===== config.mk =====
export PLATFORM = sky130hd
export DESIGN_NAME = atax_operand_packer_flat
export DESIGN_NICKNAME = d
export VERILOG_FILES = /design/src/rtl/atax_operand_packer_if.sv /design/src/rtl/atax_operand_packer.sv /design/src/flat_wrapper.sv
export SDC_FILE = /design/constraint.sdc
export NUM_CORES = 2
export LEC_CHECK = 0
export BUFFER_PORTS_ARGS = -buffer_cell sky130_fd_sc_hd__buf_2
export CORE_MARGIN = 2
export CORE_UTILIZATION = 45
export CTS_CLUSTER_DIAMETER = 30
export CTS_CLUSTER_SIZE = 40
export DETAILED_ROUTE_END_ITERATION = 10
export PLACE_DENSITY = 0.71
export SYNTH_ARGS = -nofsm -noshare
export SYNTH_HDL_FRONTEND = slang
export SYNTH_SLANG_ARGS = --single-unit

===== constraint.sdc =====
create_clock -name clk -period 5.6 [get_ports clk]
set_clock_uncertainty 0.05 [all_clocks]
set_input_delay 0.28 -clock clk [delete_from_list [all_inputs] [get_ports clk]]
set_output_delay 0.28 -clock clk [all_outputs]
set_load 0.01 [all_outputs]

===== src/rtl/atax_operand_packer_if.sv =====
// Stream-in / frame-out bus of the atax operand packer.
// Handshake rule for both channels: a transfer happens on a rising clock edge
// where valid and ready are both 1. A source that raises valid keeps it, and
// keeps its payload stable, until that transfer. ready may change freely.
interface atax_operand_packer_if #(
  parameter int WORD_W  = 32,
  parameter int A_WORDS = 16,
  parameter int X_WORDS = 2
) ();
  logic                        s_valid;
  logic                        s_ready;
  logic [WORD_W-1:0]           s_data;
  logic                        s_last;
  logic                        m_valid;
  logic                        m_ready;
  logic [A_WORDS*WORD_W-1:0]   m_A;
  logic [X_WORDS*WORD_W-1:0]   m_x;

  // Environment side: drives the word stream and the frame-accept ready.
  modport master (
    output s_valid, s_data, s_last, m_ready,
    input  s_ready, m_valid, m_A, m_x
  );

  // Packer side.
  modport slave (
    input  s_valid, s_data, s_last, m_ready,
    output s_ready, m_valid, m_A, m_x
  );
endinterface


===== src/rtl/atax_operand_packer.sv =====
// Assembles a serial word stream into one A/x operand frame for the atax core.
// An assembly buffer collects frame n+1 while the output register holds frame n
// until the core accepts it (core enable = m_valid & m_ready).
module atax_operand_packer #(
  parameter int WORD_W  = 32,
  parameter int A_WORDS = 16,
  parameter int X_WORDS = 2,
  parameter int CNT_W   = 16
) (
  input  logic             clk,
  input  logic             reset,
  atax_operand_packer_if.slave bus,
  output logic [CNT_W-1:0] frame_cnt,
  output logic             err,
  input  logic             clr_err,
  output logic             dbg_state
);

  localparam int F      = A_WORDS + X_WORDS;
  localparam int WCNT_W = $clog2(F);
  localparam logic [WCNT_W-1:0] LAST_IDX = WCNT_W'(F - 1);

  typedef enum logic {
    COLLECT = 1'b0,
    FULL    = 1'b1
  } state_t;

  state_t                    state_q, state_d;
  logic [WCNT_W-1:0]         wcnt_q, wcnt_d;
  logic [A_WORDS*WORD_W-1:0] asm_a_q, asm_a_d;
  logic [X_WORDS*WORD_W-1:0] asm_x_q, asm_x_d;
  logic [A_WORDS*WORD_W-1:0] out_a_q, out_a_d;
  logic [X_WORDS*WORD_W-1:0] out_x_q, out_x_d;
  logic                      m_valid_q, m_valid_d;
  logic [CNT_W-1:0]          frame_cnt_q, frame_cnt_d;
  logic                      err_q, err_d;

  logic s_ready;
  logic beat;
  logic drain;
  logic at_last;
  logic err_set;

  // Ready is gated by reset so the producer sees 0 while reset is held.
  assign s_ready = (state_q == COLLECT) && reset;
  assign beat    = bus.s_valid && s_ready;
  assign drain   = m_valid_q && bus.m_ready;
  assign at_last = (wcnt_q == LAST_IDX);

  assign bus.s_ready = s_ready;
  assign bus.m_valid = m_valid_q;
  assign bus.m_A     = out_a_q;
  assign bus.m_x     = out_x_q;
  assign frame_cnt   = frame_cnt_q;
  assign err         = err_q;
  assign dbg_state   = state_q;

  // Next-state: word packing, frame hand-off, delivery count and error flag.
  always_comb begin
    state_d     = state_q;
    wcnt_d      = wcnt_q;
    asm_a_d     = asm_a_q;
    asm_x_d     = asm_x_q;
    out_a_d     = out_a_q;
    out_x_d     = out_x_q;
    m_valid_d   = m_valid_q;
    frame_cnt_d = frame_cnt_q;
    err_set     = 1'b0;

    // A delivery empties the output unless a new frame is loaded below.
    if (drain) begin
      frame_cnt_d = frame_cnt_q + CNT_W'(1);
      m_valid_d   = 1'b0;
    end

    case (state_q)
      COLLECT: begin
        if (beat) begin
          if (bus.s_last != at_last) begin
            // Early last or missing last: drop the partial frame.
            err_set = 1'b1;
            wcnt_d  = '0;
          end else begin
            for (int i = 0; i < A_WORDS; i++) begin
              if (wcnt_q == WCNT_W'(i)) asm_a_d[i*WORD_W +: WORD_W] = bus.s_data;
            end
            for (int j = 0; j < X_WORDS; j++) begin
              if (wcnt_q == WCNT_W'(A_WORDS + j)) asm_x_d[j*WORD_W +: WORD_W] = bus.s_data;
            end
            if (at_last) begin
              wcnt_d = '0;
              if (!m_valid_q || drain) begin
                out_a_d   = asm_a_d;
                out_x_d   = asm_x_d;
                m_valid_d = 1'b1;
              end else begin
                state_d = FULL;
              end
            end else begin
              wcnt_d = wcnt_q + WCNT_W'(1);
            end
          end
        end
      end
      FULL: begin
        // Completed frame waits in the assembly buffer until the output frees.
        if (drain) begin
          out_a_d   = asm_a_q;
          out_x_d   = asm_x_q;
          m_valid_d = 1'b1;
          state_d   = COLLECT;
        end
      end
      default: state_d = COLLECT;
    endcase

    // A new error wins over a simultaneous clear.
    err_d = err_set || (err_q && !clr_err);
  end

  // State register with asynchronous active-low reset.
  always_ff @(posedge clk or negedge reset) begin
    if (!reset) begin
      state_q     <= COLLECT;
      wcnt_q      <= '0;
      asm_a_q     <= '0;
      asm_x_q     <= '0;
      out_a_q     <= '0;
      out_x_q     <= '0;
      m_valid_q   <= 1'b0;
      frame_cnt_q <= '0;
      err_q       <= 1'b0;
    end else begin
      state_q     <= state_d;
      wcnt_q      <= wcnt_d;
      asm_a_q     <= asm_a_d;
      asm_x_q     <= asm_x_d;
      out_a_q     <= out_a_d;
      out_x_q     <= out_x_d;
      m_valid_q   <= m_valid_d;
      frame_cnt_q <= frame_cnt_d;
      err_q       <= err_d;
    end
  end

endmodule


===== src/flat_wrapper.sv =====
// flat-port wrapper written by rule: the top's interface ports become plain ports
module atax_operand_packer_flat 
#(
  parameter int WORD_W  = 32,
  parameter int A_WORDS = 16,
  parameter int X_WORDS = 2,
  parameter int CNT_W   = 16
)
  (clk, reset, frame_cnt, err, clr_err, dbg_state, bus_s_valid, bus_s_data, bus_s_last, bus_m_ready, bus_s_ready, bus_m_valid, bus_m_A, bus_m_x);
  atax_operand_packer_if #(.WORD_W(WORD_W), .A_WORDS(A_WORDS), .X_WORDS(X_WORDS)) bus_i ();
  input  logic clk;
  input  logic reset;
  output logic [CNT_W-1:0] frame_cnt;
  output logic err;
  input  logic clr_err;
  output logic dbg_state;
  input wire logic [$bits(bus_i.s_valid)-1:0] bus_s_valid;
  input wire logic [$bits(bus_i.s_data)-1:0] bus_s_data;
  input wire logic [$bits(bus_i.s_last)-1:0] bus_s_last;
  input wire logic [$bits(bus_i.m_ready)-1:0] bus_m_ready;
  output wire logic [$bits(bus_i.s_ready)-1:0] bus_s_ready;
  output wire logic [$bits(bus_i.m_valid)-1:0] bus_m_valid;
  output wire logic [$bits(bus_i.m_A)-1:0] bus_m_A;
  output wire logic [$bits(bus_i.m_x)-1:0] bus_m_x;
  assign bus_i.s_valid = bus_s_valid;
  assign bus_i.s_data = bus_s_data;
  assign bus_i.s_last = bus_s_last;
  assign bus_i.m_ready = bus_m_ready;
  assign bus_s_ready = bus_i.s_ready;
  assign bus_m_valid = bus_i.m_valid;
  assign bus_m_A = bus_i.m_A;
  assign bus_m_x = bus_i.m_x;
  atax_operand_packer #(.WORD_W(WORD_W), .A_WORDS(A_WORDS), .X_WORDS(X_WORDS), .CNT_W(CNT_W)) u_core (.clk(clk), .reset(reset), .bus(bus_i), .frame_cnt(frame_cnt), .err(err), .clr_err(clr_err), .dbg_state(dbg_state));
endmodule

==> results.py <==
metrics = {
    "worst_setup_path": {
        "critPathKind": "reg -> reg",
        "cp.arrival_ns": 4.96,
        "timing.rr.start": "u_core.wcnt_q[1]$_DFFE_PN0P_",
        "crit_path_end_kind": "flip-flop",
        "cp.required_ns": 6.23,
        "startpoint": "u_core.wcnt_q[1]$_DFFE_PN0P_",
        "cp_max_fo": 151,
        "startpoint_type": "flip-flop",
    },
    "clocking": {
        "clk_path_buf_depth": 3,
        "clk_latency_ns": 0.85,
        "clkTransAtPathRegs_ns": 0.05,
        "post_cts_buffers": 0,
        "clockRootBuffer": "clkbuf_16",
        "cts_buffers": 238,
        "cts_tree": "done",
        "cts.sinks": 1176,
        "htreeDepth": 4,
    },
    "die": {
        "dieArea_mm2": 0.117,
        "chipWidth_um": 342,
        "core_area_mm2": 0.114,
        "initial_core_util_pct": 45.2,
        "fp-row-count": 124,
        "die_h_um": 342,
        "pin_count": 634,
    },
    "place": {
        "io_buffers": 633,
        "place_congestion": 0.794,
        "hpwl_um": 84200,
    },
    "route": {
        "drtIter0Drc": 1489,
        "finalWirelength_um": 138000,
        "viasPerCell": 5.36,
        "wl_per_cell_um": 24.3,
        "drc_errors": 0,
        "vias": 30500,
        "drtPass1Iterations": 5,
        "ant_nets": 0,
    },
    "timing": {
        "timing.final.crit_share_pct": 77.2,
        "rsz0062_at_grt": "no",
        "slew_headroom_pct": 10.9,
        "max_clock_freq_mhz": 231,
        "final_hold_viol_count": 0,
        "worst_pin_slew_ns": 1.34,
        "setup_viol": 0,
        "period_needed_ns": 4.32,
        "slew_viol_final": 0,
        "tns_ns": 0,
    },
    "synth": {
        "ys_seq_area_share_pct": 57.1,
        "synth.avg_cell_area_um2": 15.3,
        "ys_types": 40,
        "syn_nets": 3403,
        "synth_area_mm2": 0.0516,
        "ys_warn_count": 0,
        "ys_ff_latch": 1176,
        "synth_cells": 3359,
    },
    "global_routing": {
        "grt_overflow": 0,
        "grt_max_degree": 176,
        "grt_first_pass_wirelength_um": 205000,
        "grt_pass1_vias": 31700,
        "antenna_found_initial": 3,
        "track_usage_pct": 23.4,
    },
    "worst_hold_path": {
        "hp-class": "in -> reg",
        "hp-start": "bus_s_data[21]",
    },
    "finish": {
        "final_util_pct": 56.2,
        "seq_area_mm2": 0.0294,
        "fin_nets": 4002,
        "multi_input_area_mm2": 0.0204,
        "drive_above_1_share_pct": 68.2,
        "area_delta_synth_final_pct": 24.3,
        "fill_cells": 9096,
    },
    "pwr": {
        "p_leak_uw": 0.0313,
        "power_density_mw_per_mm2": 433,
        "vdd_ir_drop_max_mv": 0.307,
    },
    "run_status": {
        "outcome": "completed",
    },
    "run": {
        "cap_violations": 0,
    },
}
[layout by cell type, fill, tap and decap left out, drive strengths merged, types with 3 or more instances in the layout]
cell type    instances
and2                 8
and3                 3
buf                673
bufinv              32
clkbuf             303
clkinv              68
clkinvlp            30
dfrtp             1176
diode                3
dlygate4sd3          7
ha                   6
inv                 22
mux2              1729
nand2               33
nand2b               4
nand3               11
nand4                5
nor2                 9
nor4                 3
nor4b                4
o21ai                7
xnor2               12
xor2                 5
[stage by stage]
step / hold WS [ns] / power [µW] / setup slack [ns] / instance area [µm²] / cells
2_1_floorplan: -0.0656 / 11800 / 3.09 / 51600 / 3359
3_3_place_gp: 0.196 / 13000 / 1.49 / 55400 / 5222
3_5_place_dp: 0.193 / 13100 / 1.42 / 55400 / 5222
4_1_cts: 0.101 / 28000 / 1.41 / 64100 / 5678
5_1_grt: 0.120 / 28700 / 1.19 / 64100 / 5678
6_report: 0.151 / 27700 / 1.28 / 64100 / 5681
[worst max-delay path: stages, from the launching register on]
cell,delay (ns)
dfrtp_1,0.41
inv_1,0.12
ha_1,0.47
and4bb_1,0.45
nand3_4,0.56
a22oi_2,0.40
buf_12,0.35
buf_12,0.38
mux2_2,0.43
[sequential cells by signal, summed over array words and instances (netlist names)]
register / count
u_core.asm_x_q: 64
u_core.wcnt_q: 5
u_core.err: 1
u_core.frame_cnt: 16
u_core.bus.m_A: 512
u_core.asm_a_q: 512
u_core.dbg_state: 1
u_core.bus.m_valid: 1
u_core.bus.m_x: 64
[cell families after synthesis]
| family | share of synthesized area (%) |
|---|---|
| muxes | 37.8 |
| DFF | 57.1 |
| buffers and inverters | 3.48 |
| and+or+nand+nor | 1.11 |
| xor gates and xnor gates | 0.289 |
| AOI/OAI and AO/OA | 0.136 |
| adders and majority gates | 0.146 |
[routing by layer]
| metal | track usage [%] | up-vias | wire length [µm] |
|---|---|---|---|
| met5 | 0 | - | 0 |
| met4 | 9.58 | 0 | 4750 |
| met3 | 4.39 | 238 | 5920 |
| met2 | 38.2 | 796 | 67200 |
| met1 | 30.7 | 16200 | 60000 |
| li1 | - | 13200 | - |
[area by class of cell]
class | count | area share, %
Inverter | 7 | 0.0410
Timing Repair Buffer | 680 | 5.74
Clock buffer | 303 | 10.3
Multi-Input combinational cell | 1855 | 31.9
Tap cell | 1512 | 2.95
Clock inverter | 145 | 3.15
Antenna cell | 3 | 0.0117
Sequential cell | 1176 | 45.9
[path summary, 6_finish.rpt]
kind	to	slack (ns)	depth (start not counted)
min	u_core.asm_x_q[53]$_DFFE_PN0P_	0.15	3
max reg2reg	u_core.bus.m_A[229]$_DFFE_PN0P_	1.28	8
max	u_core.bus.m_A[229]$_DFFE_PN0P_	1.28	8
max in group asynchronous	u_core.asm_a_q[417]$_DFFE_PN0P_	2.18	6
min in group asynchronous	u_core.bus.m_x[24]$_DFFE_PN0P_	0.58	4
min reg2reg	u_core.bus.m_A[321]$_DFFE_PN0P_	0.43	1
[where the power goes]
part	switching, µW	leakage, µW	internal, µW
combinational	1340	0.0120	1520
sequential	578	0.0151	9510
clock	4910	0.00416	9870
[Yosys cell counts]
library cell     n  area (µm²)
mux2_2        1697       19100
dfrtp_1       1176       29400
clkbuf_1       149         559
buf_2           82         410
buf_6           43         484
buf_4           35         263
nand2_1         33         124
mux2_1          32         360
xnor2_1         12         105
nand3_1         10        50.1
nor2_1           9        33.8
and2_1           8        50.1
buf_1            8        30.0
inv_1            7        26.3
o21ai_0          7        35.0
ha_1             6        75.1
nand4_1          5        31.3
xor2_1           5        43.8
clkbuf_2         4        20.0
nand2b_1         4        25.0
and3_1           3        18.8
nor4b_4          3        71.3
nor2b_1          2        12.5
nor3_1           2        10.0
nor4_4           2        42.5
a22oi_2          1        12.5
a41oi_1          1        8.76
and3b_1          1        8.76
and4bb_1         1        12.5
and4bb_2         1        12.5
nand3_4          1        17.5
nand3b_1         1        7.51
nand4bb_1        1        11.3
nor3b_1          1        7.51
nor4_1           1        6.26
nor4b_1          1        8.76
o22ai_1          1        6.26
o31ai_1          1        7.51
or2_2            1        6.26
or3_1            1        6.26
[what timing repair did]
action / in CTS / in global routing
resized for setup: 0 / 0
hold buffers: 8 / 0
endpoints found under the hold margin: 390 / 0
Note: power is estimated with default switching activity, not from simulation.
